==> config.mk <==
export PLATFORM = sky130hd
export DESIGN_NAME = spread_frame_ctrl
export DESIGN_NICKNAME = d
export VERILOG_FILES = /design/src/rtl/spread_frame_ctrl.sv
export SDC_FILE = /design/constraint.sdc
export NUM_CORES = 1
export LEC_CHECK = 0
export CAP_MARGIN = 10
export CORE_ASPECT_RATIO = 0.5
export CORE_UTILIZATION = 53
export DETAILED_ROUTE_END_ITERATION = 8
export GPL_ROUTABILITY_DRIVEN = 0
export HOLD_SLACK_MARGIN = 0.15
export PLACE_DENSITY = 0.76
export SYNTH_ARGS = -nofsm -noshare
export SYNTH_HDL_FRONTEND = slang
export SYNTH_SLANG_ARGS = --single-unit
==> constraint.sdc <==
create_clock -name i_clk -period 2.3 [get_ports i_clk]
set_input_delay 0.575 -clock i_clk [delete_from_list [all_inputs] [get_ports i_clk]]
set_output_delay 0.575 -clock i_clk [all_outputs]
set_load 0.02 [all_outputs]
==> src/rtl/spread_frame_ctrl.sv <==
// Frame sequencer for the Spread chip-spreader: preamble, sync word, then an
// upstream byte payload, one bit per ready/valid handshake, MSB first.
module spread_frame_ctrl #(
  parameter int          PREAMBLE_LEN = 16,
  parameter logic [31:0] SYNC_WORD    = 32'h1ACFFC1D,
  parameter int          SYNC_LEN     = 32,
  parameter int          LEN_W        = 8
) (
  input  logic             i_clk,
  input  logic             i_reset,
  input  logic             i_start,
  input  logic [LEN_W-1:0] i_len,
  input  logic [7:0]       i_byte,
  input  logic             i_byte_valid,
  output logic             o_byte_ready,
  output logic             o_bit,
  output logic             o_bit_valid,
  input  logic             i_spread_ready,
  output logic             o_busy,
  output logic             o_done,
  output logic             o_underrun
);

  localparam int MAXB  = (PREAMBLE_LEN > SYNC_LEN) ? PREAMBLE_LEN : SYNC_LEN;
  localparam int CNT_W = ($clog2(MAXB) < 3) ? 3 : $clog2(MAXB);
  // Sync bits left-justified so bit k of the sync field is always index 31-k.
  localparam logic [31:0] SYNC_AL = SYNC_WORD << (32 - SYNC_LEN);

  typedef enum logic [2:0] {
    IDLE = 3'd0,
    PRE  = 3'd1,
    SYNC = 3'd2,
    PAY  = 3'd3,
    FIN  = 3'd4
  } state_t;

  state_t             state_q, state_d;
  logic [CNT_W-1:0]   pos_q, pos_d;
  logic [LEN_W-1:0]   len_q, len_d;
  logic [LEN_W-1:0]   sent_q, sent_d;
  logic [LEN_W-1:0]   taken_q, taken_d;
  logic [7:0]         hold_q, hold_d;
  logic               hold_full_q, hold_full_d;
  logic [7:0]         sh_q, sh_d;
  logic               cur_full_q, cur_full_d;
  logic               bit_q, bit_d;
  logic               vld_q, vld_d;
  logic               busy_q, busy_d;
  logic               done_q, done_d;
  logic               under_q, under_d;
  logic               bready_q, bready_d;
  logic               xfer_s, byte_xfer_s, need_byte_s;

  assign xfer_s      = vld_q & i_spread_ready;
  assign byte_xfer_s = bready_q & i_byte_valid;

  // Next-state and next-output computation for the whole frame sequencer.
  always_comb begin
    state_d     = state_q;
    pos_d       = pos_q;
    len_d       = len_q;
    sent_d      = sent_q;
    taken_d     = taken_q;
    hold_d      = hold_q;
    hold_full_d = hold_full_q;
    sh_d        = sh_q;
    cur_full_d  = cur_full_q;
    bit_d       = bit_q;
    vld_d       = vld_q;
    busy_d      = busy_q;
    done_d      = 1'b0;
    under_d     = under_q;
    need_byte_s = 1'b0;

    if (byte_xfer_s) begin
      hold_d      = i_byte;
      hold_full_d = 1'b1;
      taken_d     = taken_q + LEN_W'(1);
    end else begin
      hold_d      = hold_q;
    end

    case (state_q)
      IDLE: begin
        if (i_start) begin
          state_d     = PRE;
          len_d       = i_len;
          under_d     = 1'b0;
          pos_d       = '0;
          sent_d      = '0;
          taken_d     = '0;
          hold_full_d = 1'b0;
          cur_full_d  = 1'b0;
          bit_d       = 1'b1;
          vld_d       = 1'b1;
          busy_d      = 1'b1;
        end else begin
          vld_d       = 1'b0;
        end
      end
      PRE: begin
        if (xfer_s && (pos_q == CNT_W'(PREAMBLE_LEN - 1))) begin
          state_d = SYNC;
          pos_d   = '0;
          bit_d   = SYNC_AL[31];
        end else if (xfer_s) begin
          pos_d   = pos_q + CNT_W'(1);
          bit_d   = ~bit_q;
        end else begin
          pos_d   = pos_q;
        end
      end
      SYNC: begin
        if (xfer_s && (pos_q == CNT_W'(SYNC_LEN - 1))) begin
          pos_d = '0;
          if (len_q == '0) begin
            state_d = FIN;
            vld_d   = 1'b0;
            busy_d  = 1'b0;
            done_d  = 1'b1;
          end else begin
            state_d     = PAY;
            need_byte_s = 1'b1;
          end
        end else if (xfer_s) begin
          pos_d = pos_q + CNT_W'(1);
          bit_d = SYNC_AL[5'd30 - 5'(pos_q)];
        end else begin
          pos_d = pos_q;
        end
      end
      PAY: begin
        if (!cur_full_q) begin
          need_byte_s = 1'b1;
        end else if (xfer_s && (pos_q == CNT_W'(7))) begin
          sent_d     = sent_q + LEN_W'(1);
          pos_d      = '0;
          cur_full_d = 1'b0;
          if ((sent_q + LEN_W'(1)) == len_q) begin
            state_d = FIN;
            vld_d   = 1'b0;
            busy_d  = 1'b0;
            done_d  = 1'b1;
          end else begin
            need_byte_s = 1'b1;
          end
        end else if (xfer_s) begin
          pos_d = pos_q + CNT_W'(1);
          sh_d  = {sh_q[6:0], 1'b0};
          bit_d = sh_q[6];
        end else begin
          pos_d = pos_q;
        end
      end
      FIN: begin
        state_d = IDLE;
      end
      default: begin
        state_d = IDLE;
        vld_d   = 1'b0;
        busy_d  = 1'b0;
      end
    endcase

    // A payload bit is due: move the prefetched byte in, or stall and flag it.
    if (need_byte_s && hold_full_q) begin
      sh_d        = hold_q;
      cur_full_d  = 1'b1;
      hold_full_d = 1'b0;
      bit_d       = hold_q[7];
      vld_d       = 1'b1;
      pos_d       = '0;
    end else if (need_byte_s) begin
      cur_full_d  = 1'b0;
      vld_d       = 1'b0;
      under_d     = under_q | ~byte_xfer_s;
    end else begin
      cur_full_d  = cur_full_d;
    end

    bready_d = ((state_d == SYNC) || (state_d == PAY)) && !hold_full_d && (taken_d != len_d);
  end

  // State and output registers; reset aborts any frame in progress.
  always_ff @(posedge i_clk or negedge i_reset) begin
    if (!i_reset) begin
      state_q     <= IDLE;
      pos_q       <= '0;
      len_q       <= '0;
      sent_q      <= '0;
      taken_q     <= '0;
      hold_q      <= 8'h00;
      hold_full_q <= 1'b0;
      sh_q        <= 8'h00;
      cur_full_q  <= 1'b0;
      bit_q       <= 1'b0;
      vld_q       <= 1'b0;
      busy_q      <= 1'b0;
      done_q      <= 1'b0;
      under_q     <= 1'b0;
      bready_q    <= 1'b0;
    end else begin
      state_q     <= state_d;
      pos_q       <= pos_d;
      len_q       <= len_d;
      sent_q      <= sent_d;
      taken_q     <= taken_d;
      hold_q      <= hold_d;
      hold_full_q <= hold_full_d;
      sh_q        <= sh_d;
      cur_full_q  <= cur_full_d;
      bit_q       <= bit_d;
      vld_q       <= vld_d;
      busy_q      <= busy_d;
      done_q      <= done_d;
      under_q     <= under_d;
      bready_q    <= bready_d;
    end
  end

  assign o_bit        = bit_q;
  assign o_bit_valid  = vld_q;
  assign o_byte_ready = bready_q;
  assign o_busy       = busy_q;
  assign o_done       = done_q;
  assign o_underrun   = under_q;

endmodule
==> results by group, run 1 <==
Run status
  • Status: finished clean

Power and ir drop
  • Combinational share of power: 0.434
  • Sw Share: 0.3600
  • Sw Pwr: about 1500 uW
  • LEAKAGE: 0.002122 uW
  • Cell Pwr Density: roughly 840 nW/um2
  • VDD IR max: approximately 0.77 mV
  • Flop pwr share: 0.373
  • Pint: 2591 uW
  • Clock Power Share: 0.193

Worst setup path
  • Startpoint Class: flip-flop
  • Crit-path max FO: 4
  • CP max stage cell: dfrtp_1
  • Required time of the critical path: around 2500 ps
  • Worst-path cell chain: ha_4 -> nand3_2 -> or3_4 -> a2111oi_4 -> buf_4 -> a21oi_4 -> buf_6 -> o311ai_4 -> o21a_1
  • Critical Path AT: approximately 2500 ps
  • Critical path class: flip-flop to flip-flop
  • Endpoint class of the critical path: flip-flop
  • CP max stage delay: roughly 410 ps

Clocking
  • H-tree levels: 2
  • Total CTS buffers: 5
  • Clk Latency, worst-skew pair: about 300 ps
  • Sinks on Clock Net: 55
  • Clock Tree Buf Depth: 2
  • # hold bufs at CTS: 0
  • Register clock-pin slew on the reported worst setup and hold paths: 70 ps
  • CTS tree: yes
  • Clock Tree Root: clkbuf_16

Cells and area
  • Most frequent cells in the layout: buf_4, dfrtp_1, nand2_1, nor2_1, clkdlybuf4s50_1
  • Area Growth Syn to Fin: 35.55%
  • Reg area: approximately 1400 um2
  • N_diodes: 0
  • Footprint of the multi-input gates: 2233 um2
  • Share of cells above drive strength 1: 0.3036
  • Post-layout nets: about 500
  • Fill count: about 430
  • Most common cell after layout, fill and taps aside: buf_4

Routing
  • DR vias: approximately 3400
  • Routed WL per cell: around 18 um
  • Via density per instance: slightly above 6
  • Initial drt markers: ~230
  • Residual DRC: 0
  • Antenna viol nets, final: 0
  • Drt total wl: between 9 and 10 mm
  • 1st-pass router iterations: 5

Synthesis
  • Leading area contributor after synthesis: dfrtp_1
  • Ys Warns: 0
  • Number of enable flip-flop cells after synthesis: 0
  • Cell Area, Synth: 3545 um2
  • Syn Nets: between 400 and 500
  • Cell variety after synth: 76
  • Post-synthesis instance total: 373
  • Yosys top cell area share: 0.3883
  • Post-synth ARST share: 1.000
  • Synth area leaders: dfrtp_1, nand2_1, xnor2_1, mux2_2, o21ai_0
  • Mean Syn Cell Area: between 9 and 10 um2
  • Top FF cell, synth: dfrtp_1
  • Seq/Total Area, Yosys: 0.3883
  • #FFs+latches synth: 55

Timing
  • Final Hold Viols: 0
  • Slew at the pin closest to its max-slew limit: 541.6 ps
  • PnR worst setup slack: between 15 and 20 ps
  • RSZ-0062 raised after global routing: yes
  • Setup TNS: 0 ps
  • Max-slew violations: 0
  • Finish-stage setup viols: 0
  • Slew margin rel.: 0.6389
  • Highest clock rate: between 400 and 500 MHz
  • Post-route clock period utilization: 0.9923
  • Crit path time final: 2282 ps
  • Final Skew: between 7 and 8 ps

Global route
  • Grt ovf: 0
  • Pin count of the biggest net entering global routing: 34
  • Global Route Usage Sum: 0.2946
  • Vias in the first global route: 3389
  • First-pass GRT wire length: 16.01 mm
  • Initial antenna violation count: 0

Die
  • Initial core utilization: 0.5666
  • Core area: between 6000 and 7000 um2
  • Die ar.: 7039 um2
  • Io pins: 27
  • Die H: 59.83 um
  • Die width: roughly 120 um
  • Row cnt: 20

Place
  • Hpwl dp: between 7 and 8 mm
  • PortBufs: 26
  • Pre-CTS WS: -425.5 ps

Min path
  • Hold Crit Class: primary input to asynchronous set/reset pin

Job
  • Max cap viols: 0
[metrics by stage]
step / power, uW / instance area (um2) / hold slack, ps / util / cells
6_report: 4048 / 4805 / 247.6 / 0.7680 / 559
5_1_grt: 4290 / 4805 / 291.7 / 0.7680 / 559
4_1_cts: 3951 / 4654 / 259.6 / 0.7440 / 553
3_5_place_dp: 3117 / 4442 / 487.1 / 0.7100 / 545
3_3_place_gp: 3002 / 4442 / 475.4 / 0.7100 / 545
2_1_floorplan: 2470 / 3565 / 279.4 / - / 373
[sequential cells by signal, indices dropped and copies added, names as in the netlist]
| name | cells |
|---|---|
| o_done | 1 |
| sh_q | 7 |
| pos_q | 5 |
| o_underrun | 1 |
| o_bit_valid | 1 |
| taken_q | 8 |
| state_q | 3 |
| o_byte_ready | 1 |
| sent_q | 8 |
| hold_q | 8 |
| hold_full_q | 1 |
| o_bit | 1 |
| o_busy | 1 |
| len_q | 8 |
| cur_full_q | 1 |
[worst paths after layout]
path | startpoint | endpoint | slack, ps | depth (start not counted)
hold / removal | i_reset | taken_q[3] | 250 | 1
max in group asynchronous | i_reset | state_q[2] | 1450 | 2
setup / recovery | sent_q[1] | pos_q[3] | 20 | 9
min in group i_clk | hold_q[3] | hold_q[3] | 510 | 1
setup reg to reg | sent_q[1] | pos_q[3] | 20 | 9
hold reg to reg | hold_q[3] | hold_q[3] | 510 | 1
[final cells by class]
type                    count  share of cell area
clock inverters             3            0.005208
clock buffers               5             0.02604
multi-input cells         291              0.4648
inverters                  11            0.008594
repair buffers            106              0.1854
well taps                  88             0.02292
flip-flops and latches     55              0.2870
[synthesized netlist by cell type, types with 3 or more instances]
cell type  number
nand4_1         6
o22ai_1         3
a21oi_1        12
xnor3_1         3
and2_1          9
a221o_1         7
nor4_1          5
nor2b_1         3
inv_1          11
dfrtp_1        55
nand2_1        44
xnor2_1        15
nand2b_1        5
nor2_1         27
nand3b_1        7
mux2_2         10
and3_1          6
nor3_1          7
o21ai_1         3
nand3_1        14
ha_1            7
buf_2           4
o21ai_0        21
o31ai_1         5
a21o_1          5
clkbuf_1       11
or4_1           3
xor2_1          7
[logic make-up after synthesis]
family,count (synthesis),synth area share
DFF,55,0.3883
AOI/OAI and AO/OA,92,0.1987
muxes,13,0.04448
buffers and inverters,27,0.03106
and+or+nand+nor,153,0.2326
xor gates and xnor gates,26,0.08013
adders and majority gates,7,0.02471
[worst max-delay path, delay by kind of cell, from the launching register on]
kind,cells,cell delay [ps]
AO/OA/AOI/OAI,4,860
adder cells (fa/ha/maj),1,160
buffers and inverters,2,350
flip-flops,1,410
AND/OR/NAND/NOR,2,450
[power groups by stage]
stage / clock network, uW / registers [uW] / logic [uW]
global route: 841 / 1540 / 1910
detailed placement: 0 / 1490 / 1630
CTS: 792 / 1490 / 1670
floorplan: 0 / 1430 / 1030
global placement: 0 / 1470 / 1530
finish: 782 / 1510 / 1760
[routing by layer]
layer / vias up / GRT usage / wire length (um)
met5: - / 0.05556 / 49
met4: 2 / 0.09707 / 229
met3: 37 / 0.07061 / 739
met2: 162 / 0.4882 / 4572
met1: 1664 / 0.3839 / 4285
li1: 1568 / - / -
[timing repair]
action                     4_1_cts  5_1_grt
cloned                           0        0
resized for setup               12       23
setup buffers                    0        6
setup endpoints to repair       13       19
pin swaps                        3       20
Note: power is estimated with default switching activity, not from simulation.
==> inputs of run 2 (changes only) <==
--- a/config.mk
+++ b/config.mk
@@ -7,11 +7,11 @@
 export LEC_CHECK = 0
 export CAP_MARGIN = 10
 export CORE_ASPECT_RATIO = 0.5
-export CORE_UTILIZATION = 53
+export CORE_UTILIZATION = 55
+export CTS_BUF_LIST = sky130_fd_sc_hd__clkbuf_4
 export DETAILED_ROUTE_END_ITERATION = 8
-export GPL_ROUTABILITY_DRIVEN = 0
 export HOLD_SLACK_MARGIN = 0.15
-export PLACE_DENSITY = 0.76
+export PLACE_DENSITY = 0.79
 export SYNTH_ARGS = -nofsm -noshare
 export SYNTH_HDL_FRONTEND = slang
 export SYNTH_SLANG_ARGS = --single-unit
==> results by group, run 2 (synthesis results as in run 1) <==
Clocking
  • Clock Tree Root: clkbuf_4
  • Clk Latency, worst-skew pair: ~420 ps
  • Clock Tree Buf Depth: 2
  • Total CTS buffers: 5
  • H-tree levels: 2
  • Sinks on Clock Net: 55
  • Register clock-pin slew on the reported worst setup and hold paths: around 180 ps
  • CTS tree: yes

Cells and area
  • Most common cell after layout, fill and taps aside: buf_4
  • N_diodes: 0
  • Fill count: 394
  • Final non-filler cell area: ~4800 um2
  • Share of cells above drive strength 1: 0.3208
  • Post-layout nets: 504
  • Area Growth Syn to Fin: 35.79%
  • Finished Layout Cells: between 500 and 600
  • Most frequent cells in the layout: buf_4, dfrtp_1, nand2_1, nor2_1, clkdlybuf4s50_1
  • Reg area: 1380 um2
  • Footprint of the multi-input gates: 2265 um2

Timing
  • Crit path time final: between 2000 and 2500 ps
  • PnR worst setup slack: -82.51 ps
  • RSZ-0062 raised after global routing: yes
  • Final Hold Viols: 0
  • Max-slew violations: 0
  • Post-route clock period utilization: 1.036
  • Highest clock rate: approximately 420 MHz
  • Slew at the pin closest to its max-slew limit: approximately 380 ps
  • Finish-stage setup viols: 10
  • Final Skew: approximately 15 ps
  • Slew margin rel.: 0.7447
  • Setup TNS: -568.9 ps

Worst setup path
  • Crit Reg-Reg Endpoint: sh_q[1]
  • Endpoint class of the critical path: flip-flop
  • Critical path class: flip-flop to flip-flop
  • Critical Path AT: between 2000 and 3000 ps
  • CP max stage cell: dfrtp_1
  • Worst Setup SP: pos_q[0]
  • Crit-path max FO: 5
  • Depth of the worst register-to-register path: 10
  • CP max stage delay: 420 ps
  • Crit-path leading delay family: compound AO/OA/AOI/OAI gates
  • Required time of the critical path: 2630 ps
  • Termination of the worst setup path: sh_q[1]
  • RR Startpoint: pos_q[0]
  • Startpoint Class: flip-flop
  • Crit. path cell count: 10
  • WP buf/inv: 1
  • Worst-path cell chain: ha_2 -> and3_4 -> ha_4 -> nand3_2 -> a211oi_2 -> a31o_2 -> o2bb2ai_4 -> buf_4 -> nor3_4 -> a221o_1
  • R2r setup slk: -80 ps

Global route
  • Initial antenna violation count: 0
  • Global Route Usage Sum: 0.3063
  • Pin count of the biggest net entering global routing: 56
  • Grt ovf: 0
  • First-pass GRT wire length: 15.81 mm
  • Vias in the first global route: 3207

Die
  • Initial core utilization: 0.5782
  • Die ar.: slightly below 7000 um2
  • Die width: ~120 um
  • Die H: a little under 60 um
  • Row cnt: 20
  • Io pins: 27
  • Core area: ~6100 um2

Power and ir drop
  • Sw Pwr: about 1400 uW
  • Cell Pwr Density: approximately 780 nW/um2
  • Sw Share: 0.3832
  • Pwr Total: ~3800 uW
  • LEAKAGE: about 0.0021 uW
  • Combinational share of power: 0.470
  • Pint: approximately 2300 uW
  • Clock Power Share: 0.132
  • VDD IR max: around 0.58 mV
  • Flop pwr share: 0.398

Routing
  • 1st-pass router iterations: 5
  • DR vias: around 3300
  • Antenna viol nets, final: 0
  • Routed WL per cell: 17.36 um
  • Drt total wl: between 9 and 10 mm
  • Residual DRC: 0
  • Via density per instance: approximately 6
  • Initial drt markers: ~240

Place
  • Pre-CTS WS: -399.7 ps
  • Placed Area: about 4400 um2
  • PortBufs: 26
  • Post-Place Cells: ~540
  • Hpwl dp: slightly above 7 mm
  • Routability cong.: a little over 0.9

Run status
  • Status: finished with violations
  • Failing checks: negative setup slack

Min path
  • Hold Crit Class: flip-flop to flip-flop

Job
  • Max cap viols: 0
## run 2: changes by cell type in the layout (fill, tap and decap cells not counted), moves of 3 or more
cell	previous run	this run
a21oi_1	9	12
clkbuf_16	5	0
clkbuf_4	0	5
buf_4	75	80
a21oi_2	3	0
## run 2: timing repair
item	4_1_cts	5_1_grt
gates resized for setup	12	27
setup buffers	4	12
hold endpoints to repair	55	0
setup endpoints to repair	15	22
hold buffers	1	0
pin swaps	3	23
## run 2: worst min path at each step
stage	start	endpoint	slack [ps]	cells after the start
2_1_floorplan	i_reset	cur_full_q	280	0
3_3_place_gp	hold_q[0]	sh_q[0]	480	1
3_5_place_dp	sh_q[4]	sh_q[4]	500	1
4_1_cts	hold_q[2]	sh_q[2]	540	1
5_1_grt	hold_q[2]	sh_q[2]	560	1
6_report	hold_q[2]	hold_q[2]	540	1
## run 2: final cells by class
type	instances	share of cell area
Clock inverter	3	0.006499
Clock buffer	5	0.007798
Timing Repair Buffer	112	0.1970
Inverter	11	0.008578
Multi-Input combinational cell	291	0.4705
Tap cell	88	0.02288
Sequential cell	55	0.2867
## run 2: power by group through the flow
stage / sequential, uW / combinational, uW / clock, uW
floorplan: 1430 / 1030 / 0
global placement: 1470 / 1510 / 0
detailed placement: 1490 / 1600 / 0
CTS: 1480 / 1650 / 501
global route: 1530 / 1920 / 544
finish: 1500 / 1770 / 496
## run 2: per-stage QoR
stage	util	hold WS [ps]
final	0.7851	535.7
after global routing	0.7851	557.9
after CTS	0.7508	535.4
after detailed placement	0.7216	496.0
after global placement	0.7216	480.6
after floorplan	-	279.4
## run 2: metal layers
layer	share of wire	vias to the layer above	GRT usage	routed length (um)
met5	0	-	0	0
met4	0.0077	0	0.04824	76
met3	0.055	10	0.04634	540
met2	0.48	116	0.4893	4659
met1	0.46	1647	0.4523	4530
li1	-	1572	-	-
